==> src/rtl/light_data_filter_if.sv <==
// Bus bundle for the light data filter: raw sample input side, control
// strobes and the processed result side.
//
// Handshake: data_in is consumed on every rising clk_in edge at which
// data_in_valid is high (and flush is low). There is no ready signal; the
// filter takes one sample per cycle indefinitely. data_out_valid is a
// one-cycle strobe and the consumer must take the result on that edge.
interface light_data_filter_if #(
    parameter int DIN_W  = 16,
    parameter int DOUT_W = 8
);
    logic [DIN_W-1:0]  data_in;
    logic              data_in_valid;
    logic [3:0]        shift_sel;
    logic              flush;
    logic [DOUT_W-1:0] data_out;
    logic              data_out_valid;
    logic              sat_flag;
    logic              alarm_out;

    // Sample producer / result consumer
    modport master (
        output data_in, data_in_valid, shift_sel, flush,
        input  data_out, data_out_valid, sat_flag, alarm_out
    );

    // The filter itself
    modport slave (
        input  data_in, data_in_valid, shift_sel, flush,
        output data_out, data_out_valid, sat_flag, alarm_out
    );
endinterface

==> src/rtl/light_data_filter.sv <==
// Light sensor filter: moving average over a 2^AVG_LOG2 sample window,
// programmable right shift, saturation to DOUT_W bits and a hysteretic
// threshold alarm. Result appears two edges after the sample is taken.
module light_data_filter #(
    parameter int DIN_W    = 16,
    parameter int DOUT_W   = 8,
    parameter int AVG_LOG2 = 2,
    parameter int TH_HI    = 200,
    parameter int TH_LO    = 100
) (
    input  logic                  clk_in,
    input  logic                  rst_n_in,
    light_data_filter_if.slave    bus,
    output logic                  fsm_state   // 0 = FILL, 1 = RUN
);
    localparam int DEPTH  = 1 << AVG_LOG2;
    localparam int PTR_W  = (AVG_LOG2 > 0) ? AVG_LOG2 : 1;
    localparam int SUM_W  = DIN_W + AVG_LOG2;
    localparam logic SINGLE = (AVG_LOG2 == 0);
    localparam logic [SUM_W-1:0] OUT_MAX = SUM_W'({DOUT_W{1'b1}});

    typedef enum logic {FILL = 1'b0, RUN = 1'b1} state_t;

    state_t             state, state_nxt;
    logic [DIN_W-1:0]   win [DEPTH];
    logic [PTR_W-1:0]   wr_ptr;
    logic [SUM_W-1:0]   sum;
    logic               s1_valid;
    logic [3:0]         s1_shift;
    logic               s2_valid;
    logic [DOUT_W-1:0]  s2_data;
    logic               s2_sat;
    logic               accept;
    logic               last_slot;
    logic               produce;
    logic [SUM_W-1:0]   avg;
    logic [SUM_W-1:0]   scaled;
    logic               sat_c;
    logic [DOUT_W-1:0]  data_c;

    // FSM state register
    always_ff @(posedge clk_in or negedge rst_n_in) begin
        if (!rst_n_in) state <= FILL;
        else           state <= state_nxt;
    end

    // FSM next state: flush always returns to FILL, the filling sample moves to RUN
    always_comb begin
        state_nxt = state;
        if (bus.flush)
            state_nxt = FILL;
        else if (state == FILL && accept && last_slot)
            state_nxt = RUN;
    end

    // FSM outputs: sample acceptance and whether the sample yields a result
    always_comb begin
        accept    = bus.data_in_valid & ~bus.flush;
        last_slot = (wr_ptr == PTR_W'(DEPTH - 1));
        produce   = accept & ((state == RUN) | SINGLE);
        fsm_state = (state == RUN);
    end

    // Stage 1: window write, running sum update, capture of shift amount
    always_ff @(posedge clk_in or negedge rst_n_in) begin
        if (!rst_n_in) begin
            for (int i = 0; i < DEPTH; i++) win[i] <= '0;
            wr_ptr   <= '0;
            sum      <= '0;
            s1_valid <= 1'b0;
            s1_shift <= '0;
        end else if (bus.flush) begin
            for (int i = 0; i < DEPTH; i++) win[i] <= '0;
            wr_ptr   <= '0;
            sum      <= '0;
            s1_valid <= 1'b0;
        end else begin
            s1_valid <= produce;
            if (accept) begin
                win[wr_ptr] <= bus.data_in;
                sum         <= sum + SUM_W'(bus.data_in) - SUM_W'(win[wr_ptr]);
                wr_ptr      <= last_slot ? '0 : wr_ptr + PTR_W'(1);
                s1_shift    <= bus.shift_sel;
            end
        end
    end

    // Averaging, scaling and saturation from the registered sum
    always_comb begin
        avg    = sum >> AVG_LOG2;
        scaled = avg >> s1_shift;
        sat_c  = (scaled > OUT_MAX);
        data_c = sat_c ? '1 : scaled[DOUT_W-1:0];
    end

    // Stage 2: hold the saturated result one cycle; flush drops it
    always_ff @(posedge clk_in or negedge rst_n_in) begin
        if (!rst_n_in) begin
            s2_valid <= 1'b0;
            s2_data  <= '0;
            s2_sat   <= 1'b0;
        end else if (bus.flush) begin
            s2_valid <= 1'b0;
        end else begin
            s2_valid <= s1_valid;
            if (s1_valid) begin
                s2_data <= data_c;
                s2_sat  <= sat_c;
            end
        end
    end

    // Output stage: publish result, update hysteretic alarm, hold between results
    always_ff @(posedge clk_in or negedge rst_n_in) begin
        if (!rst_n_in) begin
            bus.data_out       <= '0;
            bus.data_out_valid <= 1'b0;
            bus.sat_flag       <= 1'b0;
            bus.alarm_out      <= 1'b0;
        end else begin
            bus.data_out_valid <= s2_valid & ~bus.flush;
            if (s2_valid && !bus.flush) begin
                bus.data_out <= s2_data;
                bus.sat_flag <= s2_sat;
                if (s2_data >= DOUT_W'(TH_HI))
                    bus.alarm_out <= 1'b1;
                else if (s2_data <= DOUT_W'(TH_LO))
                    bus.alarm_out <= 1'b0;
            end
        end
    end
endmodule

==> src/flat_wrapper.sv <==
// flat-port wrapper written by rule: the top's interface ports become plain ports
module light_data_filter_flat 
#(
    parameter int DIN_W    = 16,
    parameter int DOUT_W   = 8,
    parameter int AVG_LOG2 = 2,
    parameter int TH_HI    = 200,
    parameter int TH_LO    = 100
)
  (clk_in, rst_n_in, fsm_state, bus_data_in, bus_data_in_valid, bus_shift_sel, bus_flush, bus_data_out, bus_data_out_valid, bus_sat_flag, bus_alarm_out);
  light_data_filter_if #(.DIN_W(DIN_W), .DOUT_W(DOUT_W)) bus_i ();
  input  logic clk_in;
  input  logic rst_n_in;
  output logic fsm_state;
  input wire logic [$bits(bus_i.data_in)-1:0] bus_data_in;
  input wire logic [$bits(bus_i.data_in_valid)-1:0] bus_data_in_valid;
  input wire logic [$bits(bus_i.shift_sel)-1:0] bus_shift_sel;
  input wire logic [$bits(bus_i.flush)-1:0] bus_flush;
  output wire logic [$bits(bus_i.data_out)-1:0] bus_data_out;
  output wire logic [$bits(bus_i.data_out_valid)-1:0] bus_data_out_valid;
  output wire logic [$bits(bus_i.sat_flag)-1:0] bus_sat_flag;
  output wire logic [$bits(bus_i.alarm_out)-1:0] bus_alarm_out;
  assign bus_i.data_in = bus_data_in;
  assign bus_i.data_in_valid = bus_data_in_valid;
  assign bus_i.shift_sel = bus_shift_sel;
  assign bus_i.flush = bus_flush;
  assign bus_data_out = bus_i.data_out;
  assign bus_data_out_valid = bus_i.data_out_valid;
  assign bus_sat_flag = bus_i.sat_flag;
  assign bus_alarm_out = bus_i.alarm_out;
  light_data_filter #(.DIN_W(DIN_W), .DOUT_W(DOUT_W), .AVG_LOG2(AVG_LOG2), .TH_HI(TH_HI), .TH_LO(TH_LO)) u_core (.clk_in(clk_in), .rst_n_in(rst_n_in), .bus(bus_i), .fsm_state(fsm_state));
endmodule
==> config.mk <==
export PLATFORM = sky130hd
export DESIGN_NAME = light_data_filter_flat
export DESIGN_NICKNAME = d
export VERILOG_FILES = /design/src/rtl/light_data_filter_if.sv /design/src/rtl/light_data_filter.sv /design/src/flat_wrapper.sv
export SDC_FILE = /design/constraint.sdc
export NUM_CORES = 1
export LEC_CHECK = 0
export ABC_AREA = 0
export CORE_AREA = 10 10 121 123
export DETAILED_ROUTE_END_ITERATION = 10
export DIE_AREA = 0 0 131 133
export PLACE_DENSITY_LB_ADDON = 0.1
export RECOVER_POWER = 25
export SLEW_MARGIN = 20
export SYNTH_ARGS = -nofsm -noshare
export SYNTH_HDL_FRONTEND = slang
export SYNTH_SLANG_ARGS = --single-unit
==> constraint.sdc <==
create_clock -name clk_in -period 7.1 [get_ports clk_in]
set_input_delay 1.065 -clock clk_in [delete_from_list [all_inputs] [get_ports clk_in]]
set_output_delay 1.065 -clock clk_in [all_outputs]
set_load 0.1 [all_outputs]
==> Flow_metrics.wiki, run 1 <==
{| class="wikitable"
! Metric !! Value
|-
| Placement Rows || 41
|-
| GRT busiest layer || met2
|-
| Final net count || 817
|-
| Synthesis-to-layout area growth || 10.4%
|-
| Effective utilization at floorplan || 0.539
|-
| Starting DRC count in detailed routing || 280
|-
| Port Buf Inserts || 35
|-
| Buffer type at the clock tree root || clkbuf_16
|-
| Cell area after layout || 7360 um2
|-
| Detailed-route wire length || 15400 um
|-
| Fraction of final layout cells with drive strength greater than 1 || 0.0658
|-
| RSZ-0062 raised after global routing || no
|-
| Fmax || 245 MHz
|-
| Setup-failing EPs final || 0
|-
| Global-route track usage on met1 || 0.262
|-
| Post-Route Hold Slack || 472 ps
|-
| Status || complete, but fails checks
|-
| Insertion delay to the later sink of the worst-skew pair || 360 ps
|-
| Seq/Total Area, Yosys || 0.417
|-
| Biggest cell delay along the critical path || 580 ps
|-
| Least-Margin Pin Slew || 3100 ps
|-
| Worst min-delay path startpoint || u_core.bus.data_out[2]$_DFFE_PN0P_
|-
| Shortest period the worst path allows || 4080 ps
|-
| Number of enable flip-flop cells after synthesis || 0
|-
| Cells taking the most area after synthesis || dfrtp_1 42%, nand2_1 12%, mux4_2 7.1%
|-
| Setup TNS || 0 ps
|-
| Total routing resource utilization after global routing || 0.189
|-
| Post-synthesis cell type count || 51
|-
| CTS tree || built
|-
| Most frequent cell after synthesis || nand2_1
|-
| Switching Fraction || 0.382
|-
| Asr flop ratio synth || 1.00
|-
| Data required time of the critical path || 7340 ps
|-
| Most frequent cells after synthesis || 208 x nand2_1, 111 x dfrtp_1, 85 x a21oi_1
|-
| CTS-repair resized insts || 0
|-
| Total power density per cell area || 289 nW/um2
|-
| Period Utilization, post-route || 0.575
|-
| Routed length per instance || 16.6 um
|-
| Post-synthesis cell count || 747
|-
| Initial antenna violation count || 0
|-
| Number of buffers inserted for hold repair after clock tree synthesis || 0
|-
| Crit end category || register
|-
| Core ar. || 12400 um2
|-
| Overall die area || 17400 um2
|-
| Worst path arrival time || 4320 ps
|-
| Cell area after technology mapping || 6670 um2
|-
| Setup clock skew after layout || 7.42 ps
|-
| Register bit count reported by yosys || 111
|-
| Clock network power share || 0.230
|-
| Cts bufs inserted || 9
|-
| Worst setup path startpoint || u_core.wr_ptr[0]$_DFFE_PN0P_
|-
| Clock slew seen by the registers of the worst setup and hold paths || 70 ps
|-
| Sinks on Clock Net || 111
|-
| Detail-routed via count per cell || 5.60
|-
| Cell-by-cell trace of the critical path || buf_4, mux4_2, fa_1, inv_1, ha_1, o211a_1, a21oi_1, a211oi_1, o2bb2ai_1, mux2i_1, mux2_2
|-
| Headroom to the max-slew limit || -1.07
|-
| Number of post-CTS setup repair buffers || 0
|-
| Setup Crit Path Kind || reg -> reg
|-
| Slowest stage cell on the critical path || dfrtp_1
|-
| Type of the tightest min-delay check || reg -> reg
|-
| Highest net fanout along the worst path || 16
|-
| First-pass DRT Iterations || 5
|-
| Leakage Power || 0.00331 uW
|-
| Synthesized area divided by synthesized cell count || 8.92 um2
|-
| Count of final hold-check violations || 0
|-
| Sum of buffers and inverters on the critical path || 2
|-
| Post-place instance area || 7080 um2
|-
| Placer congestion estimate || 0.886
|-
| VDD IR-drop max || 0.137 mV
|-
| Number of maximum-capacitance constraint violations || 1
|-
| Minimum setup slack after placement || 2780 ps
|-
| Yosys warning total || 0
|-
| Sequential fraction of design power || 0.364
|-
| Most instantiated flip-flop cell in the synthesis netlist || dfrtp_1
|-
| Final critical-path setup slack || 3020 ps
|-
| Library cell occupying the most area in the post-synthesis netlist || dfrtp_1
|-
| Maximum number of pins on one net before global-route repair || 84
|-
| Die Y || 133 um
|-
| Count of antenna diodes in the layout || 0
|-
| CTS HTree Levels || 3
|-
| Wire length of the first global-routing pass || 26500 um
|-
| I/O pin total || 36
|-
| Post-detailed-route count of antenna-violating nets || 0
|-
| Vias post-DR || 5216
|-
| Final Max Tran Viols || 57
|-
| Post-route DRC || 0
|-
| Vias in the first global route || 5322
|-
| Routing usage on met2 || 0.293
|-
| Violations in the final reports || max-capacitance violations, max-slew violations
|-
| Global route total overflow || 0
|-
| Buffer depth of the longest clock path || 2
|-
| Portion of total power attributed to combinational logic || 0.406
|-
| Half-perimeter wire length after placement || 10900 um
|-
| Startpoint of the most critical register-to-register path || u_core.wr_ptr[0]$_DFFE_PN0P_
|-
| Synth top area share || 0.417
|-
| Delay-heaviest family, CP || multiplexers
|-
| Launching element type of the critical path || register
|-
| Met3 demand-to-capacity share in global routing || 0.0276
|-
| Nets in the synthesized netlist || 809
|-
| Net switching power figure || 812 uW
|-
| DIE WIDTH || 131 um
|-
| Internal power || 1320 uW
|}
state kept, by name, summed over array words and instances, names as in the netlist:
name	count
u_core.s2_data	8
u_core.bus.data_out_valid	1
u_core.wr_ptr	2
u_core.s1_shift	4
u_core.s2_valid	1
u_core.win	64
u_core.bus.alarm_out	1
u_core.bus.data_out	8
u_core.s2_sat	1
u_core.sum	18
u_core.s1_valid	1
u_core.fsm_state	1
u_core.bus.sat_flag	1
layout by cell type, fill, tap and decap left out, types with 3 or more instances in the layout:
| cell | netlist | routed |
|---|---|---|
| and2_1 | 6 | 6 |
| nand3_1 | 4 | 4 |
| nand2_1 | 208 | 208 |
| xor2_1 | 6 | 6 |
| mux2i_1 | 20 | 20 |
| nor3_1 | 5 | 5 |
| o211ai_1 | 6 | 6 |
| ha_1 | 22 | 22 |
| inv_1 | 71 | 71 |
| o22a_1 | 5 | 5 |
| clkbuf_16 | 0 | 9 |
| dfrtp_1 | 111 | 110 |
| nor2_1 | 27 | 27 |
| nand2b_1 | 3 | 3 |
| o21ai_0 | 22 | 22 |
| clkdlybuf4s50_1 | 0 | 33 |
| nor2b_1 | 3 | 3 |
| nand4_1 | 3 | 3 |
| clkinvlp_4 | 0 | 3 |
| mux4_2 | 21 | 21 |
| buf_4 | 0 | 3 |
| fa_1 | 16 | 16 |
| xnor2_1 | 6 | 6 |
| o22ai_1 | 8 | 8 |
| a21o_1 | 6 | 6 |
| a211oi_1 | 7 | 7 |
| o31ai_1 | 3 | 3 |
| a21oi_1 | 85 | 85 |
layout make-up:
class,instances,area (um2)
Clock buffer,10,239
Inverter,73,274
Tap cell,172,215
Multi-Input combinational cell,521,3440
Timing Repair Buffer,39,365
Sequential cell,111,2780
Clock inverter,6,45.0
Fill cell,1134,5000
routing by layer:
layer / routed length [um] / vias up / share of wire
met5: 0 / - / 0
met2: 7330 / 121 / 0.48
li1: - / 2510 / -
met1: 7090 / 2566 / 0.46
met3: 783 / 19 / 0.051
met4: 226 / 0 / 0.015
kinds of logic after synthesis:
| logic type | synth area share |
|---|---|
| AOI/OAI and AO/OA | 0.147 |
| xor gates and xnor gates | 0.0158 |
| adders and majority gates | 0.0893 |
| buffers and inverters | 0.0668 |
| DFF | 0.417 |
| muxes | 0.104 |
| and+or+nand+nor | 0.160 |
stage by stage:
step	util	std cells	power (uW)
4_1_cts	0.596	932	2140
3_5_place_dp	0.573	916	1650
3_3_place_gp	0.573	916	1630
5_1_grt	0.595	932	2300
2_1_floorplan	-	747	1440
6_report	0.595	932	2130
worst register-to-register path, cell delays in order (launching register included):
cell,delay [ps]
dfrtp_1,580
buf_4,380
mux4_2,580
fa_1,490
inv_1,40
ha_1,360
o211a_1,170
a21oi_1,110
a211oi_1,580
o2bb2ai_1,140
mux2i_1,180
mux2_2,350
power groups by stage:
stage / sequential, uW / combinational [uW] / clock [uW]
after floorplan: 738 / 706 / 0
after global placement: 782 / 843 / 0
after detailed placement: 786 / 864 / 0
after CTS: 773 / 869 / 501
after global routing: 787 / 985 / 527
final: 775 / 863 / 489
final timing paths:
path | to | slack, ps | cells past startpoint
setup / recovery | u_core.sum[17]$_DFFE_PN0P_ | 3020 | 11
max in group asynchronous | u_core.s1_shift[1]$_DFFE_PN0P_ | 3400 | 2
setup reg to reg | u_core.sum[17]$_DFFE_PN0P_ | 3020 | 11
min in group asynchronous | u_core.bus.data_out[0]$_DFFE_PN0P_ | 1710 | 1
hold / removal | u_core.bus.data_out[2]$_DFFE_PN0P_ | 470 | 2
hold reg to reg | u_core.bus.data_out[2]$_DFFE_PN0P_ | 470 | 2
Power figures use the tool's default switching activity.
==> inputs of run 2 (changes only) <==
==> constraint.sdc (replaced) <==
create_clock -name clk_in -period 4.11 [get_ports clk_in]
set_input_delay 0.6165 -clock clk_in [delete_from_list [all_inputs] [get_ports clk_in]]
set_output_delay 0.6165 -clock clk_in [all_outputs]
set_load 0.1 [all_outputs]
==> run 2 against run 1 <==
Net effect: the run still ends with max-capacitance violations, max-slew violations left; critical path depth did not move; total power rose by 74%; utilization rose by 0.75 points; setup slack got worse by 2700 ps; clock skew fell by 0.90 ps; register-to-register slack got worse by 2700 ps; final area rose by 1.3%; critical endpoint unchanged; largest cell class unchanged.
==> Flow_metrics.wiki, run 2 (synthesis results as in run 1) <==
{| class="wikitable"
! Metric !! Value
|-
| Status || complete, but fails checks
|-
| Violations in the final reports || max-capacitance violations, max-slew violations
|-
| Number of buffers inserted for hold repair after clock tree synthesis || 0
|-
| Total power of the final layout || 3710 uW
|-
| Effective utilization at floorplan || 0.539
|-
| Final Max Tran Viols || 49
|-
| DIE WIDTH || 131 um
|-
| Wire length of the first global-routing pass || 26500 um
|-
| I/O pin total || 36
|-
| Final net count || 829
|-
| Cts bufs inserted || 9
|-
| Placer congestion estimate || 0.861
|-
| Leakage Power || 0.00338 uW
|-
| First-pass DRT Iterations || 5
|-
| Launching element type of the critical path || register
|-
| Synthesis-to-layout area growth || 11.8%
|-
| Final critical-path setup slack || 299 ps
|-
| CTS HTree Levels || 3
|-
| Area of combinational cells with multiple inputs || 3440 um2
|-
| Count of antenna diodes in the layout || 0
|-
| Top flop regs || u_core.win: 64 flops, u_core.sum: 18 flops
|-
| Clock slew seen by the registers of the worst setup and hold paths || 70 ps
|-
| Worst path arrival time || 4050 ps
|-
| Post-detailed-route count of antenna-violating nets || 0
|-
| Starting DRC count in detailed routing || 446
|-
| Die Y || 133 um
|-
| Worst setup path startpoint || u_core.wr_ptr[0]$_DFFE_PN0P_
|-
| Routed length per instance || 16.5 um
|-
| Flip-flop count of the largest register after layout || 64
|-
| Vias in the first global route || 5198
|-
| Setup clock skew after layout || 6.52 ps
|-
| Sinks on Clock Net || 111
|-
| Total routing resource utilization after global routing || 0.190
|-
| Startpoint of the most critical register-to-register path || u_core.wr_ptr[0]$_DFFE_PN0P_
|-
| Placement Rows || 41
|-
| Global route total overflow || 0
|-
| Vias post-DR || 5259
|-
| Data required time of the critical path || 4350 ps
|-
| Least-Margin Pin Slew || 2580 ps
|-
| Setup Crit Path Kind || reg -> reg
|-
| Core ar. || 12400 um2
|-
| Shortest period the worst path allows || 3810 ps
|-
| Period Utilization, post-route || 0.927
|-
| Initial antenna violation count || 0
|-
| Area taken by flip-flops and latches || 2780 um2
|-
| Insertion delay to the later sink of the worst-skew pair || 350 ps
|-
| Leading cell types in the layout, fill and taps excluded || 208 x nand2_1, 111 x dfrtp_1, 85 x a21oi_1, 71 x inv_1, 33 x clkdlybuf4s50_1
|-
| Fill cell total of the finished layout || 1099
|-
| Post-place instance area || 7190 um2
|-
| Setup TNS || 0 ps
|-
| Top register by number of flip-flops || u_core.win
|-
| Fmax || 262 MHz
|-
| CTS tree || built
|-
| Worst min-delay path startpoint || u_core.bus.sat_flag$_DFFE_PN0P_
|-
| Fraction of final layout cells with drive strength greater than 1 || 0.0790
|-
| Overall die area || 17400 um2
|-
| Buffer type at the clock tree root || clkbuf_16
|-
| Count of final hold-check violations || 0
|-
| Minimum setup slack after placement || 245 ps
|-
| Number of post-CTS setup repair buffers || 0
|-
| Buffer depth of the longest clock path || 2
|-
| Number of maximum-capacitance constraint violations || 1
|-
| Total power density per cell area || 498 nW/um2
|-
| Crit end category || register
|-
| CTS-repair resized insts || 0
|-
| Post-route DRC || 0
|-
| Detail-routed via count per cell || 5.57
|-
| Highest net fanout along the worst path || 8
|-
| Utilization of the core after routing || 0.603
|-
| Headroom to the max-slew limit || -0.722
|-
| RSZ-0062 raised after global routing || no
|-
| Detailed-route wire length || 15600 um
|-
| Cell area after layout || 7450 um2
|-
| Most common cell after layout, fill and taps aside || nand2_1
|-
| Type of the tightest min-delay check || reg -> reg
|-
| Setup-failing EPs final || 0
|-
| Half-perimeter wire length after placement || 11500 um
|-
| VDD IR-drop max || 0.252 mV
|-
| Port Buf Inserts || 35
|-
| Maximum number of pins on one net before global-route repair || 65
|}
run 2: metal layers:
layer,vias to the layer above,global-route usage,part of all wire
met2,151,0.292,0.47
met4,0,0.0711,0.020
met3,20,0.0264,0.055
met1,2549,0.266,0.45
met5,-,0,0
li1,2539,-,-
run 2: critical path, cell delays in order (launching register included):
cell and delay [ps]:
dfrtp_1 540, buf_4 250, mux4_2 520, fa_1 490, inv_1 50, ha_1 360
o211a_1 170, a21oi_1 110, a211oi_1 540, o2bb2ai_1 140, mux2i_1 170, mux2_2 340
run 2: final cells by class:
| cell class | instances | share of cell area |
|---|---|---|
| Timing Repair Buffer | 51 | 0.0616 |
| Clock buffer | 11 | 0.0326 |
| Sequential cell | 111 | 0.373 |
| Clock inverter | 5 | 0.00554 |
| Tap cell | 172 | 0.0289 |
| Multi-Input combinational cell | 521 | 0.462 |
| Inverter | 73 | 0.0368 |
run 2: report_power, final:
group	switching [uW]	total, uW	internal [uW]
clock network	411	846	435
logic	876	1550	674
registers	126	1310	1190
total	1410	3710	2300
run 2: path summary, 6_finish.rpt:
path / endpoint / slack, ps / cells after the start
setup / recovery: u_core.sum[17]$_DFFE_PN0P_ / 300 / 11
hold / removal: u_core.bus.sat_flag$_DFFE_PN0P_ / 470 / 2
setup reg to reg: u_core.sum[17]$_DFFE_PN0P_ / 300 / 11
min in group asynchronous: u_core.bus.data_out[0]$_DFFE_PN0P_ / 1050 / 1
max in group asynchronous: u_core.sum[17]$_DFFE_PN0P_ / 950 / 2
hold reg to reg: u_core.bus.sat_flag$_DFFE_PN0P_ / 470 / 2
run 2: stage by stage:
stage,cells,hold slack (ps)
4_1_cts,944,297
3_5_place_dp,928,462
5_1_grt,944,496
3_3_place_gp,928,456
2_1_floorplan,747,321
6_report,944,473
